==> src/rtl/hangman_pkg.sv <==
// Shared types, letter codes and slot helpers for the hangman game controller.
package hangman_pkg;

    localparam int NUM_SLOTS    = 6;
    localparam int WORD_W       = 5 * NUM_SLOTS;
    localparam int NUM_LETTERS  = 26;
    localparam int LETTER_MAX   = 25;
    localparam int LETTER_DASH  = 27;
    localparam int LETTER_BLANK = 31;

    typedef enum logic [3:0] {
        ST_START  = 4'd0,
        ST_INGAME = 4'd1,
        ST_WIN    = 4'd2,
        ST_LOST   = 4'd3
    } game_state_e;

    typedef enum logic [2:0] {
        FSM_IDLE = 3'd0,
        FSM_PLAY = 3'd1,
        FSM_EVAL = 3'd2,
        FSM_WIN  = 3'd3,
        FSM_LOSE = 3'd4
    } fsm_e;

    // Slot 0 lives in the top five bits of the word.
    function automatic logic [4:0] slot_code(input logic [WORD_W-1:0] w, input int idx);
        return 5'(w >> (5 * (NUM_SLOTS - 1 - idx)));
    endfunction

    function automatic logic [NUM_LETTERS-1:0] letter_onehot(input logic [4:0] letter);
        return (letter <= 5'(LETTER_MAX)) ? (26'd1 << letter) : 26'd0;
    endfunction

endpackage

==> src/rtl/hangman_game_ctrl_word_matcher.sv <==
// Combinational slot scanner: letter hit, full reveal and first still-hidden used slot.
module word_matcher
    import hangman_pkg::*;
(
    input  logic [WORD_W-1:0]      word,
    input  logic [NUM_LETTERS-1:0] mask,
    input  logic [4:0]             letter,
    output logic                   hit,
    output logic                   all_revealed,
    output logic [2:0]             first_hidden_slot
);

    // Walk the slots in order; unused slots (code above LETTER_MAX) never count.
    always_comb begin
        logic [4:0] code_v;
        logic       used_v;
        logic       hidden_v;
        logic       found_v;
        hit               = 1'b0;
        all_revealed      = 1'b1;
        first_hidden_slot = 3'd0;
        found_v           = 1'b0;
        code_v            = 5'd0;
        used_v            = 1'b0;
        hidden_v          = 1'b0;
        for (int i = 0; i < NUM_SLOTS; i++) begin
            code_v            = slot_code(word, i);
            used_v            = (code_v <= 5'(LETTER_MAX));
            hidden_v          = used_v && ((mask & letter_onehot(code_v)) == 26'd0);
            hit               = hit | (used_v && (code_v == letter));
            all_revealed      = all_revealed & ~hidden_v;
            first_hidden_slot = (hidden_v && !found_v) ? 3'(i) : first_hidden_slot;
            found_v           = found_v | hidden_v;
        end
    end

endmodule

==> src/rtl/hangman_game_ctrl.sv <==
// Hangman game controller: latches the word, scores guesses, drives renderer outputs.
// Optional hint feature is built when HANGMAN_HINT_EN is defined.
module hangman_game_ctrl
    import hangman_pkg::*;
#(
    parameter int MAX_WRONG = 6
) (
    input  logic                   clk,
    input  logic                   resetn,
    input  logic                   new_game,
    input  logic [WORD_W-1:0]      word_in,
    input  logic                   guess_valid,
    input  logic [4:0]             guess_letter,
`ifdef HANGMAN_HINT_EN
    input  logic                   hint_req,
`endif
    output logic                   guess_ready,
    output logic [3:0]             state,
    output logic [WORD_W-1:0]      word,
    output logic [NUM_LETTERS-1:0] mask,
    output logic [3:0]             wrong_count
);

    fsm_e                   fsm_r;
    logic                   hit_s;
    logic                   all_revealed_s;
    logic [2:0]             first_hidden_slot_s;
    logic [NUM_LETTERS-1:0] guess_bit_s;
    logic                   fresh_guess_s;
    logic [3:0]             wrong_inc_s;

    word_matcher u_matcher (
        .word              (word),
        .mask              (mask),
        .letter            (guess_letter),
        .hit               (hit_s),
        .all_revealed      (all_revealed_s),
        .first_hidden_slot (first_hidden_slot_s)
    );

    // Guess decode and saturating penalty increment
    always_comb begin
        guess_bit_s   = letter_onehot(guess_letter);
        fresh_guess_s = ((guess_bit_s & ~mask) != 26'd0);
        if (wrong_count < 4'(MAX_WRONG)) begin
            wrong_inc_s = wrong_count + 4'd1;
        end else begin
            wrong_inc_s = wrong_count;
        end
    end

`ifdef HANGMAN_HINT_EN
    logic [NUM_LETTERS-1:0] hint_bit_s;

    // Letter held by the lowest hidden used slot
    always_comb begin
        hint_bit_s = letter_onehot(slot_code(word, int'(first_hidden_slot_s)));
    end
`else
    logic [2:0] unused_hint_slot_s;
    assign unused_hint_slot_s = first_hidden_slot_s;
`endif

    // Game FSM with all outputs registered alongside the state
    always_ff @(posedge clk or negedge resetn) begin
        if (!resetn) begin
            fsm_r       <= FSM_IDLE;
            state       <= ST_START;
            word        <= {NUM_SLOTS{5'(LETTER_BLANK)}};
            mask        <= 26'd0;
            wrong_count <= 4'd0;
            guess_ready <= 1'b0;
        end else if (new_game) begin
            fsm_r       <= FSM_PLAY;
            state       <= ST_INGAME;
            word        <= word_in;
            mask        <= 26'd0;
            wrong_count <= 4'd0;
            guess_ready <= 1'b1;
        end else begin
            case (fsm_r)
                FSM_PLAY: begin
                    if (guess_valid) begin
                        // Invalid or repeated letters are accepted but cost nothing.
                        if (fresh_guess_s) begin
                            mask        <= mask | guess_bit_s;
                            wrong_count <= hit_s ? wrong_count : wrong_inc_s;
                            fsm_r       <= FSM_EVAL;
                            guess_ready <= 1'b0;
                        end
                    end
`ifdef HANGMAN_HINT_EN
                    else if (hint_req && !all_revealed_s) begin
                        mask        <= mask | hint_bit_s;
                        wrong_count <= wrong_inc_s;
                        fsm_r       <= FSM_EVAL;
                        guess_ready <= 1'b0;
                    end
`endif
                end
                FSM_EVAL: begin
                    if (all_revealed_s) begin
                        fsm_r <= FSM_WIN;
                        state <= ST_WIN;
                    end else if (wrong_count >= 4'(MAX_WRONG)) begin
                        fsm_r <= FSM_LOSE;
                        state <= ST_LOST;
                    end else begin
                        fsm_r       <= FSM_PLAY;
                        guess_ready <= 1'b1;
                    end
                end
                FSM_IDLE, FSM_WIN, FSM_LOSE: begin
                    fsm_r <= fsm_r;
                end
                default: begin
                    fsm_r       <= FSM_IDLE;
                    state       <= ST_START;
                    guess_ready <= 1'b0;
                end
            endcase
        end
    end

endmodule
==> config.mk <==
export PLATFORM = sky130hd
export DESIGN_NAME = hangman_game_ctrl
export DESIGN_NICKNAME = d
export VERILOG_FILES = /design/src/rtl/hangman_pkg.sv /design/src/rtl/hangman_game_ctrl_word_matcher.sv /design/src/rtl/hangman_game_ctrl.sv
export SDC_FILE = /design/constraint.sdc
export NUM_CORES = 1
export LEC_CHECK = 0
export ABC_AREA = 1
export CAP_MARGIN = 40
export CELL_PAD_IN_SITES_DETAIL_PLACEMENT = 1
export CELL_PAD_IN_SITES_GLOBAL_PLACEMENT = 2
export CORE_ASPECT_RATIO = 1.4
export CORE_MARGIN = 5
export CORE_UTILIZATION = 30
export DETAILED_ROUTE_END_ITERATION = 6
export GPL_ROUTABILITY_DRIVEN = 0
export PLACE_DENSITY = 0.95
export SLEW_MARGIN = 30
export SYNTH_ARGS = -nofsm -noshare
export SYNTH_HDL_FRONTEND = slang
export SYNTH_SLANG_ARGS = --single-unit
==> constraint.sdc <==
create_clock -name clk -period 4.9 [get_ports clk]
set_input_delay 0.98 -clock clk [delete_from_list [all_inputs] [get_ports clk]]
set_output_delay 0.98 -clock clk [all_outputs]
set_load 0.01 [all_outputs]
==> results of run 1 <==
-- layout make-up --
| cell class | count | area [sq um] | share of cell area |
|---|---|---|---|
| clock buffers | 10 | 229 | 0.0319 |
| well taps | 248 | 310 | 0.0432 |
| repair buffers | 110 | 1080 | 0.150 |
| flip-flops and latches | 66 | 1690 | 0.235 |
| clock inverters | 5 | 104 | 0.0145 |
| multi-input cells | 734 | 3480 | 0.484 |
| inverters | 78 | 293 | 0.0408 |
-- metrics by stage --
step                      std cells  hold WS (ns)
after CTS                      1249         0.488
after floorplan                 941         0.505
after global routing           1251         0.525
after detailed placement       1234         0.471
after global placement         1234         0.467
final                          1251         0.480
-- worst max-delay path: stages --
cell and delay [ns]:
clkdlybuf4s50_1 0.71, buf_4 0.27, nor2_2 0.09, nand3_2 0.07
nor2_1 0.06, nand2_1 0.09, nand2_1 0.06, nor2_1 0.14
nand3_1 0.12, nor2_2 0.18, nand2_4 0.18, nand2_2 0.24
nor3_2 0.06, o21a_1 0.18
-- logic make-up after synthesis --
group	Yosys count	share of synthesized area
adders and majority gates	2	0.00432
DFF	66	0.292
buffers and inverters	141	0.108
xor gates and xnor gates	22	0.0333
AOI/OAI and AO/OA	98	0.0969
and+or+nand+nor	610	0.465
other	1	0.000648
-- layer usage --
layer | global-route usage | share of wire | vias up
li1 | - | - | 3178
met1 | 0.264 | 0.41 | 3189
met2 | 0.383 | 0.50 | 183
met3 | 0.0326 | 0.052 | 61
met4 | 0.103 | 0.047 | 0
met5 | 0 | 0 | -
-- flip-flops by register name, indices dropped and copies added, names as in the netlist --
register / flops
fsm_r: 3
mask: 26
guess_ready: 1
word: 30
wrong_count: 4
state: 2
-- layout by cell type (no fill, tap or decap), types with 2 or more instances in the layout --
cell type,instances
inv_2,8
o21ai_0,48
nand2_1,252
conb_1,2
ha_1,2
nor4_1,2
dfrtp_1,36
buf_6,2
a21oi_1,24
and2_1,2
buf_2,2
nor3_2,2
inv_1,69
o21a_1,9
xor2_1,13
clkdlybuf4s50_1,99
nor3_1,23
nand3_1,132
nor2_2,9
o311ai_0,3
nand4_1,36
clkbuf_16,9
o21bai_1,3
nor2_1,138
nand3_2,2
o21ai_1,2
bufinv_16,3
dfstp_2,30
xnor2_1,9
buf_4,7
nand2_2,7
-- power by group through the flow --
stage / sequential (mW) / clock (mW) / combinational, mW
final: 0.739 / 0.763 / 0.496
after global placement: 0.745 / 0 / 0.485
after CTS: 0.737 / 0.778 / 0.497
after detailed placement: 0.745 / 0 / 0.494
after floorplan: 0.678 / 0 / 0.334
after global routing: 0.751 / 0.795 / 0.554
-- how the worst max path moves through the flow --
| stage | to | slack, ns |
|---|---|---|
| after detailed placement | mask[14] | 1.10 |
| final | mask[16] | 1.69 |
| after global routing | mask[14] | 1.52 |
| after global placement | mask[14] | 1.24 |
| after CTS | mask[14] | 1.50 |
| after floorplan | fsm_r[1] | 2.47 |
==> results.py, run 1 <==
metrics = {
    "placement": {
        "io_buffers": 101,
        "preCtsSetupSlack_ns": 1.10,
        "hpwl_um": 17600,
        "dpl_cell_area_sq_um": 6820,
    },
    "routing": {
        "drt_iter0_markers": 463,
        "vias_per_cell": 5.28,
        "num_vias": 6611,
        "ant_nets": 0,
        "dr.pass1.iters": 4,
        "detail_route.wl_per_cell_um": 19.5,
        "wirelength_um": 24300,
        "drcViolationCount": 0,
    },
    "worst_setup_path": {
        "end_kind": "register",
        "r2r_slack_ns": 2.58,
        "worstReg2RegEnd": "state[1]",
        "cp.required_ns": 5.14,
        "critPathLaunchType": "primary input",
        "reg2regPathDepth": 15,
        "crit_arrival_ns": 3.45,
        "cp-startpoint": "guess_letter[0]",
        "worstPathMaxFanout": 18,
        "setup.worst_path.class": "primary input to register",
        "worstReg2RegStart": "word[12]",
    },
    "outcome": {
        "outcome": "complete, no violations",
    },
    "power_and_ir_drop": {
        "p_total_mw": 2.00,
        "switchingPower_uw": 682,
        "seq_power_share": 0.370,
        "power.density_nw_per_um2": 278,
        "p_leak_nw": 3.23,
        "p_comb_frac": 0.248,
        "p_sw_frac": 0.341,
        "intPower_mw": 1.32,
        "vdd_ir_drop_max_uv": 187,
        "clkPwrFrac": 0.382,
    },
    "floorplanning": {
        "die_y_um": 174,
        "die_area_sq_um": 22200,
        "coreArea_sq_um": 19100,
        "row_count": 60,
        "initial_core_util": 0.302,
        "ios": 104,
        "die-width_um": 127,
    },
    "grt": {
        "grt_first_pass_wirelength_um": 38400,
        "grt_antenna_before_repair": 0,
        "grt_start_max_net_pins": 80,
        "grt_pass1_vias": 6792,
        "grtUsageTotal": 0.220,
        "grt_overflow_total": 0,
    },
    "timing": {
        "setup_viol": 0,
        "slew_viol_final": 0,
        "rsz0062_at_grt": "no",
        "setup-tns-final_ns": 0,
        "hold_viol": 0,
        "period_minus_slack_ns": 3.21,
        "slew_headroom": 0.483,
        "worst_slew_pin_slew_ns": 0.775,
        "worst_clock_skew_ns": 0.00764,
        "timing.final.ws_setup_ns": 1.69,
        "fmax_ghz": 0.311,
        "finalCritPeriodShare": 0.656,
    },
    "synth": {
        "synth_top_area_share": 0.163,
        "yosys_warnings": 0,
        "post-synth-top-count-cell": "nand2_1",
        "ys_ff_latch": 66,
        "synth_edf_count": 0,
        "ys_types": 45,
        "yosys-top-cells-count": "252 x nand2_1, 138 x nor2_1, 132 x nand3_1, 69 x inv_1, 48 x o21ai_0",
        "synthCells": 940,
        "syn-cell-area_sq_um": 5790,
        "async_flop_share": 1.00,
        "synth-seq-area-share": 0.292,
        "synthFlopType": "dfrtp_1",
        "synthTopCellsByArea": "nand2_1 16%, dfrtp_1 16%, dfstp_2 14%",
        "yosysTopAreaCell": "nand2_1",
        "syn_area_per_cell_sq_um": 6.16,
    },
    "flow_run": {
        "cap_violations": 0,
    },
    "clock_tree": {
        "ctsHtreeMaxLevel": 3,
        "cts_setup_buffers": 0,
        "cts_made_buffers": 9,
        "root_buffer": "clkbuf_16",
        "post_cts_resized": 0,
        "clock_sinks": 66,
        "cts_tree": "yes",
        "insertion_delay_ns": 0.35,
        "cts_hold_buf": 0,
        "clk_pin_slew_ns": 0.06,
        "clockBufferDepth": 2,
    },
    "layout": {
        "fin_area_sq_um": 7180,
        "fillCellCount": 2491,
        "nets": 1040,
        "diodes": 0,
        "fin_util": 0.375,
        "drive_above_1_share": 0.0867,
        "syn2layout_area_growth_pct": 24.1,
    },
    "hold_path": {
        "hold_depth": 2,
        "min_to": "guess_ready",
        "holdCritStartpoint": "guess_ready",
        "min_path_type": "register to register",
    },
}
Note: power is estimated with default switching activity, not from simulation.
==> run 2: changes to the inputs <==
--- a/config.mk
+++ b/config.mk
@@ -11,10 +11,10 @@
 export CELL_PAD_IN_SITES_GLOBAL_PLACEMENT = 2
 export CORE_ASPECT_RATIO = 1.4
 export CORE_MARGIN = 5
-export CORE_UTILIZATION = 30
+export CORE_UTILIZATION = 28
 export DETAILED_ROUTE_END_ITERATION = 6
 export GPL_ROUTABILITY_DRIVEN = 0
-export PLACE_DENSITY = 0.95
+export PLACE_DENSITY = 0.92
 export SLEW_MARGIN = 30
 export SYNTH_ARGS = -nofsm -noshare
 export SYNTH_HDL_FRONTEND = slang
==> constraint.sdc (replaced) <==
create_clock -name clk -period 3.15 [get_ports clk]
set_input_delay 0.63 -clock clk [delete_from_list [all_inputs] [get_ports clk]]
set_output_delay 0.63 -clock clk [all_outputs]
set_load 0.01 [all_outputs]
==> run 2 against run 1 <==
  * Cell area up 1.2%
  * Critical path type unchanged
  * Highest routed layer unchanged
  * Largest power group is now registers
  * Clock power rose by 42%
  * Routed wire length rose by 4.1%
  * Clock skew about the same
  * Total power is 51% higher
  * Sequential power up 56%
  * First-iteration DRC count rose by 16%
  * Critical endpoint is now fsm_r[1]
  * Cell count grew 1.6%
  * Via count increased by 2.4%
  * Non-clock buffer count increased by 10
==> results.py, run 2 (same netlist as run 1, synthesis figures left out) <==
metrics = {
    "clock_tree": {
        "clock_sinks": 66,
        "clk_pin_slew_ns": 0.06,
        "ctsHtreeMaxLevel": 3,
        "clockBufferDepth": 2,
        "post_cts_resized": 0,
        "insertion_delay_ns": 0.36,
        "root_buffer": "clkbuf_16",
        "cts_setup_buffers": 0,
        "cts_hold_buf": 0,
        "cts_made_buffers": 9,
        "cts_tree": "yes",
    },
    "timing": {
        "hold_viol": 0,
        "worst_clock_skew_ns": 0.00745,
        "slew_viol_final": 0,
        "hold_ws_ns": 0.142,
        "rsz0062_at_grt": "no",
        "worst_slew_pin_slew_ns": 0.674,
        "period_minus_slack_ns": 2.62,
        "finalCritPeriodShare": 0.832,
        "slew_headroom": 0.551,
        "setup_viol": 0,
        "setup-tns-final_ns": 0,
        "timing.final.ws_setup_ns": 0.529,
        "fmax_ghz": 0.382,
    },
    "power_and_ir_drop": {
        "p_leak_nw": 3.28,
        "p_total_mw": 3.02,
        "vdd_ir_drop_max_uv": 259,
        "power.density_nw_per_um2": 416,
    },
    "floorplanning": {
        "die-width_um": 132,
        "row_count": 62,
        "die_y_um": 180,
        "initial_core_util": 0.283,
        "ios": 104,
        "coreArea_sq_um": 20500,
        "die_area_sq_um": 23700,
    },
    "layout": {
        "largest_reg_flops": 30,
        "final_cell_mix": "252 x nand2_1, 138 x nor2_1, 132 x nand3_1",
        "fin_util": 0.355,
        "largestRegisters": "word: 30 flops, mask: 26 flops, wrong_count: 4 flops",
        "final_common_cell": "nand2_1",
        "syn2layout_area_growth_pct": 25.6,
        "drive_above_1_share": 0.0976,
        "nets": 1050,
        "largest_register": "word",
    },
    "routing": {
        "num_vias": 6772,
        "vias_per_cell": 5.33,
        "dr.pass1.iters": 5,
        "ant_nets": 0,
        "detail_route.wl_per_cell_um": 19.9,
        "drcViolationCount": 0,
        "drt_iter0_markers": 537,
        "wirelength_um": 25300,
    },
    "worst_setup_path": {
        "cp.required_ns": 3.40,
        "setup.worst_path.class": "primary input to register",
        "critPathLaunchType": "primary input",
        "worstPathMaxFanout": 6,
        "crit_arrival_ns": 2.87,
        "end_kind": "register",
    },
    "grt": {
        "grt_first_pass_wirelength_um": 39400,
        "grt_pass1_vias": 6924,
        "grt_start_max_net_pins": 52,
        "grt_antenna_before_repair": 1,
        "grt_overflow_total": 0,
        "grtUsageTotal": 0.210,
    },
    "placement": {
        "preCtsSetupSlack_ns": 0.204,
        "hpwl_um": 18400,
        "io_buffers": 101,
    },
    "flow_run": {
        "cap_violations": 0,
    },
    "hold_path": {
        "min_path_type": "primary input to async pin",
    },
    "outcome": {
        "outcome": "complete, no violations",
    },
}
[run 2: final cells by class]
| type | count | area [sq um] |
|---|---|---|
| Fill cell | 2679 | 13200 |
| Multi-Input combinational cell | 734 | 3480 |
| Sequential cell | 66 | 1690 |
| Timing Repair Buffer | 120 | 1180 |
| Tap cell | 256 | 320 |
| Inverter | 78 | 293 |
| Clock buffer | 9 | 225 |
| Clock inverter | 7 | 77.6 |
| Antenna cell | 1 | 2.50 |
[run 2: critical path: stages]
cell             delay, ns
clkdlybuf4s50_1       0.60
buf_4                 0.25
nand3_1               0.18
nor2_1                0.07
nand2_1               0.08
nor2_1                0.04
nor2_1                0.13
nand3_1               0.11
nor2_2                0.17
nand3_1               0.09
nand2_1               0.13
nor2_2                0.07
or2_1                 0.22
nand2_1               0.06
inv_1                 0.04
[run 2: through the flow]
step / instance area [sq um] / std cells
3_3_place_gp: 6940 / 1253
5_1_grt: 7270 / 1271
4_1_cts: 7260 / 1270
3_5_place_dp: 6960 / 1254
2_1_floorplan: 5790 / 941
6_report: 7270 / 1271
[run 2: path summary, 6_finish.rpt]
kind	depth (start not counted)	end	slack (ns)	startpoint
worst max-delay path	15	fsm_r[1]	0.53	guess_letter[1]
worst min-delay path	1	wrong_count[1]	0.14	resetn
worst max register to register	14	state[0]	0.76	word[27]
worst min register to register	2	state[1]	0.49	state[1]
max in group asynchronous	2	word[27]	2.45	resetn
min in group clk	2	state[1]	0.49	state[1]
[run 2: power by group]
part / switching [mW] / internal (mW)
combinational: 0.466 / 0.333
sequential: 0.189 / 0.957
clock: 0.459 / 0.619
total: 1.11 / 1.91
[run 2: layer usage]
layer	GRT usage	vias up	share of wire
li1	-	3204	-
met1	0.245	3265	0.40
met2	0.358	230	0.49
met3	0.0327	73	0.058
met4	0.127	0	0.060
met5	0	-	0
==> run 3: changes to the inputs <==
--- a/config.mk
+++ b/config.mk
@@ -11,10 +11,10 @@
 export CELL_PAD_IN_SITES_GLOBAL_PLACEMENT = 2
 export CORE_ASPECT_RATIO = 1.4
 export CORE_MARGIN = 5
-export CORE_UTILIZATION = 28
+export CORE_UTILIZATION = 25
 export DETAILED_ROUTE_END_ITERATION = 6
 export GPL_ROUTABILITY_DRIVEN = 0
-export PLACE_DENSITY = 0.92
+export PLACE_DENSITY = 0.87
 export SLEW_MARGIN = 30
 export SYNTH_ARGS = -nofsm -noshare
 export SYNTH_HDL_FRONTEND = slang
==> constraint.sdc (replaced) <==
create_clock -name clk -period 2.24 [get_ports clk]
set_input_delay 0.448 -clock clk [delete_from_list [all_inputs] [get_ports clk]]
set_output_delay 0.448 -clock clk [all_outputs]
set_load 0.01 [all_outputs]
==> run 3 against run 2 <==
  * Cell count increased by 11%
  * First-iteration DRC count fell by 37%
  * Cell area up 14%
  * Sequential power increased by 35%
  * Worst setup slack got worse by 0.53 ns
  * Largest power group unchanged
==> results.py, run 3 (same netlist as run 1, synthesis figures left out) <==
metrics = {
    "routing": {
        "num_vias": 7125,
        "wirelength_um": 27200,
        "ant_nets": 0,
        "drt_iter0_markers": 339,
        "dr.pass1.iters": 5,
        "drcViolationCount": 0,
        "vias_per_cell": 5.03,
        "detail_route.wl_per_cell_um": 19.2,
    },
    "timing": {
        "worst_clock_skew_ns": 0.00715,
        "slew_headroom": 0.551,
        "finalCritPeriodShare": 1.00,
        "worst_slew_pin_slew_ns": 0.673,
        "rsz0062_at_grt": "yes",
        "setup_viol": 0,
        "slew_viol_final": 0,
        "hold_viol": 0,
        "hold_ws_ns": 0.0562,
        "period_minus_slack_ns": 2.24,
        "fmax_ghz": 0.446,
    },
    "layout": {
        "largestRegisters": "word: 30 flops, mask: 26 flops, wrong_count: 4 flops",
        "nets": 1148,
        "fin_util": 0.359,
        "largest_register": "word",
        "largest_reg_flops": 30,
        "final_common_cell": "nand2_1",
        "multi_input_area_sq_um": 3610,
        "drive_above_1_share": 0.197,
        "final_cell_mix": "249 x nand2_1, 131 x nand3_1, 129 x nor2_1",
        "syn2layout_area_growth_pct": 43.0,
        "fillCellCount": 2941,
        "seq_area_sq_um": 1690,
        "fin_area_sq_um": 8270,
        "diodes": 0,
        "finalNonFillerCells": 1417,
    },
    "grt": {
        "grt_antenna_before_repair": 0,
        "grt_pass1_vias": 7448,
        "grt_overflow_total": 0,
        "grtUsageTotal": 0.202,
        "grt_first_pass_wirelength_um": 41800,
        "grt_start_max_net_pins": 63,
    },
    "worst_setup_path": {
        "path_cells": "clkdlybuf4s50_1",
        "slowest_stage": "dfrtp_1",
        "setup.worst_path.class": "register to output port",
        "crit_arrival_ns": 1.79,
        "end_kind": "output port",
        "cp-startpoint": "mask[16]",
        "cp.required_ns": 1.79,
        "max_stage_delay_ns": 0.77,
        "worstPathMaxFanout": 9,
        "critPathLaunchType": "register",
        "worstReg2RegStart": "word[7]",
        "crit_family": "flip-flops",
        "critPathBufInv": 1,
    },
    "floorplanning": {
        "die_y_um": 190,
        "initial_core_util": 0.251,
        "ios": 104,
        "row_count": 66,
        "coreArea_sq_um": 23000,
        "die_area_sq_um": 26300,
        "die-width_um": 139,
    },
    "clock_tree": {
        "insertion_delay_ns": 0.35,
        "ctsHtreeMaxLevel": 3,
        "clockBufferDepth": 2,
        "clock_sinks": 66,
        "root_buffer": "clkbuf_16",
        "cts_made_buffers": 9,
        "cts_tree": "yes",
        "clk_pin_slew_ns": 0.06,
    },
    "outcome": {
        "outcome": "complete, no violations",
    },
    "placement": {
        "hpwl_um": 20400,
        "io_buffers": 101,
        "placedCellCount": 1375,
        "dpl_cell_area_sq_um": 7610,
    },
    "flow_run": {
        "cap_violations": 0,
    },
    "hold_path": {
        "min_path_type": "primary input to async pin",
    },
    "power_and_ir_drop": {
        "vdd_ir_drop_max_uv": 377,
        "power.density_nw_per_um2": 538,
        "p_leak_nw": 3.87,
    },
}
[run 3: metal layers]
metal | share of wire | vias to the layer above | global-route usage
met5 | 0 | - | 0
met4 | 0.051 | 0 | 0.103
met3 | 0.040 | 70 | 0.0319
met2 | 0.51 | 194 | 0.366
met1 | 0.40 | 3478 | 0.228
li1 | - | 3383 | -
[run 3: worst paths after layout]
check	cells after the start	slack, ns	endpoint
max in group asynchronous	2	1.53	word[27]
worst min register to register	2	0.50	guess_ready
worst max-delay path	1	0.00007	mask[16]
min in group clk	2	0.50	guess_ready
worst max register to register	15	0.11	state[0]
worst min-delay path	1	0.06	mask[3]
[run 3: repair_timing]
action	CTS	global route
buffers inserted	0	27
pin swaps	0	6
endpoints found under the hold margin	0	0
endpoints found under the setup margin	27	36
hold buffers	0	0
gates resized for setup	7	37
[run 3: layout make-up]
| cell class | count | share of cell area |
|---|---|---|
| Inverter | 78 | 0.0354 |
| Tap cell | 306 | 0.0463 |
| Sequential cell | 66 | 0.205 |
| Multi-Input combinational cell | 734 | 0.436 |
| Clock inverter | 4 | 0.00635 |
| Timing Repair Buffer | 218 | 0.242 |
| Clock buffer | 11 | 0.0293 |
[run 3: report_power, final]
group          internal, mW  switching, mW  total [mW]
combinational         0.628          0.798        1.43
clock                 0.889          0.586        1.47
sequential             1.35          0.201        1.55
[run 3: per-stage QoR]
step / worst slack [ns] / power, mW / TNS, ns
after floorplan: 0.317 / 2.21 / 0
after global placement: -0.444 / 2.84 / -12.29
after detailed placement: -0.484 / 2.87 / -13.38
after CTS: 0.0158 / 4.38 / 0
after global routing: -0.0417 / 4.70 / -0.0742
final: 0.0000697 / 4.45 / 0
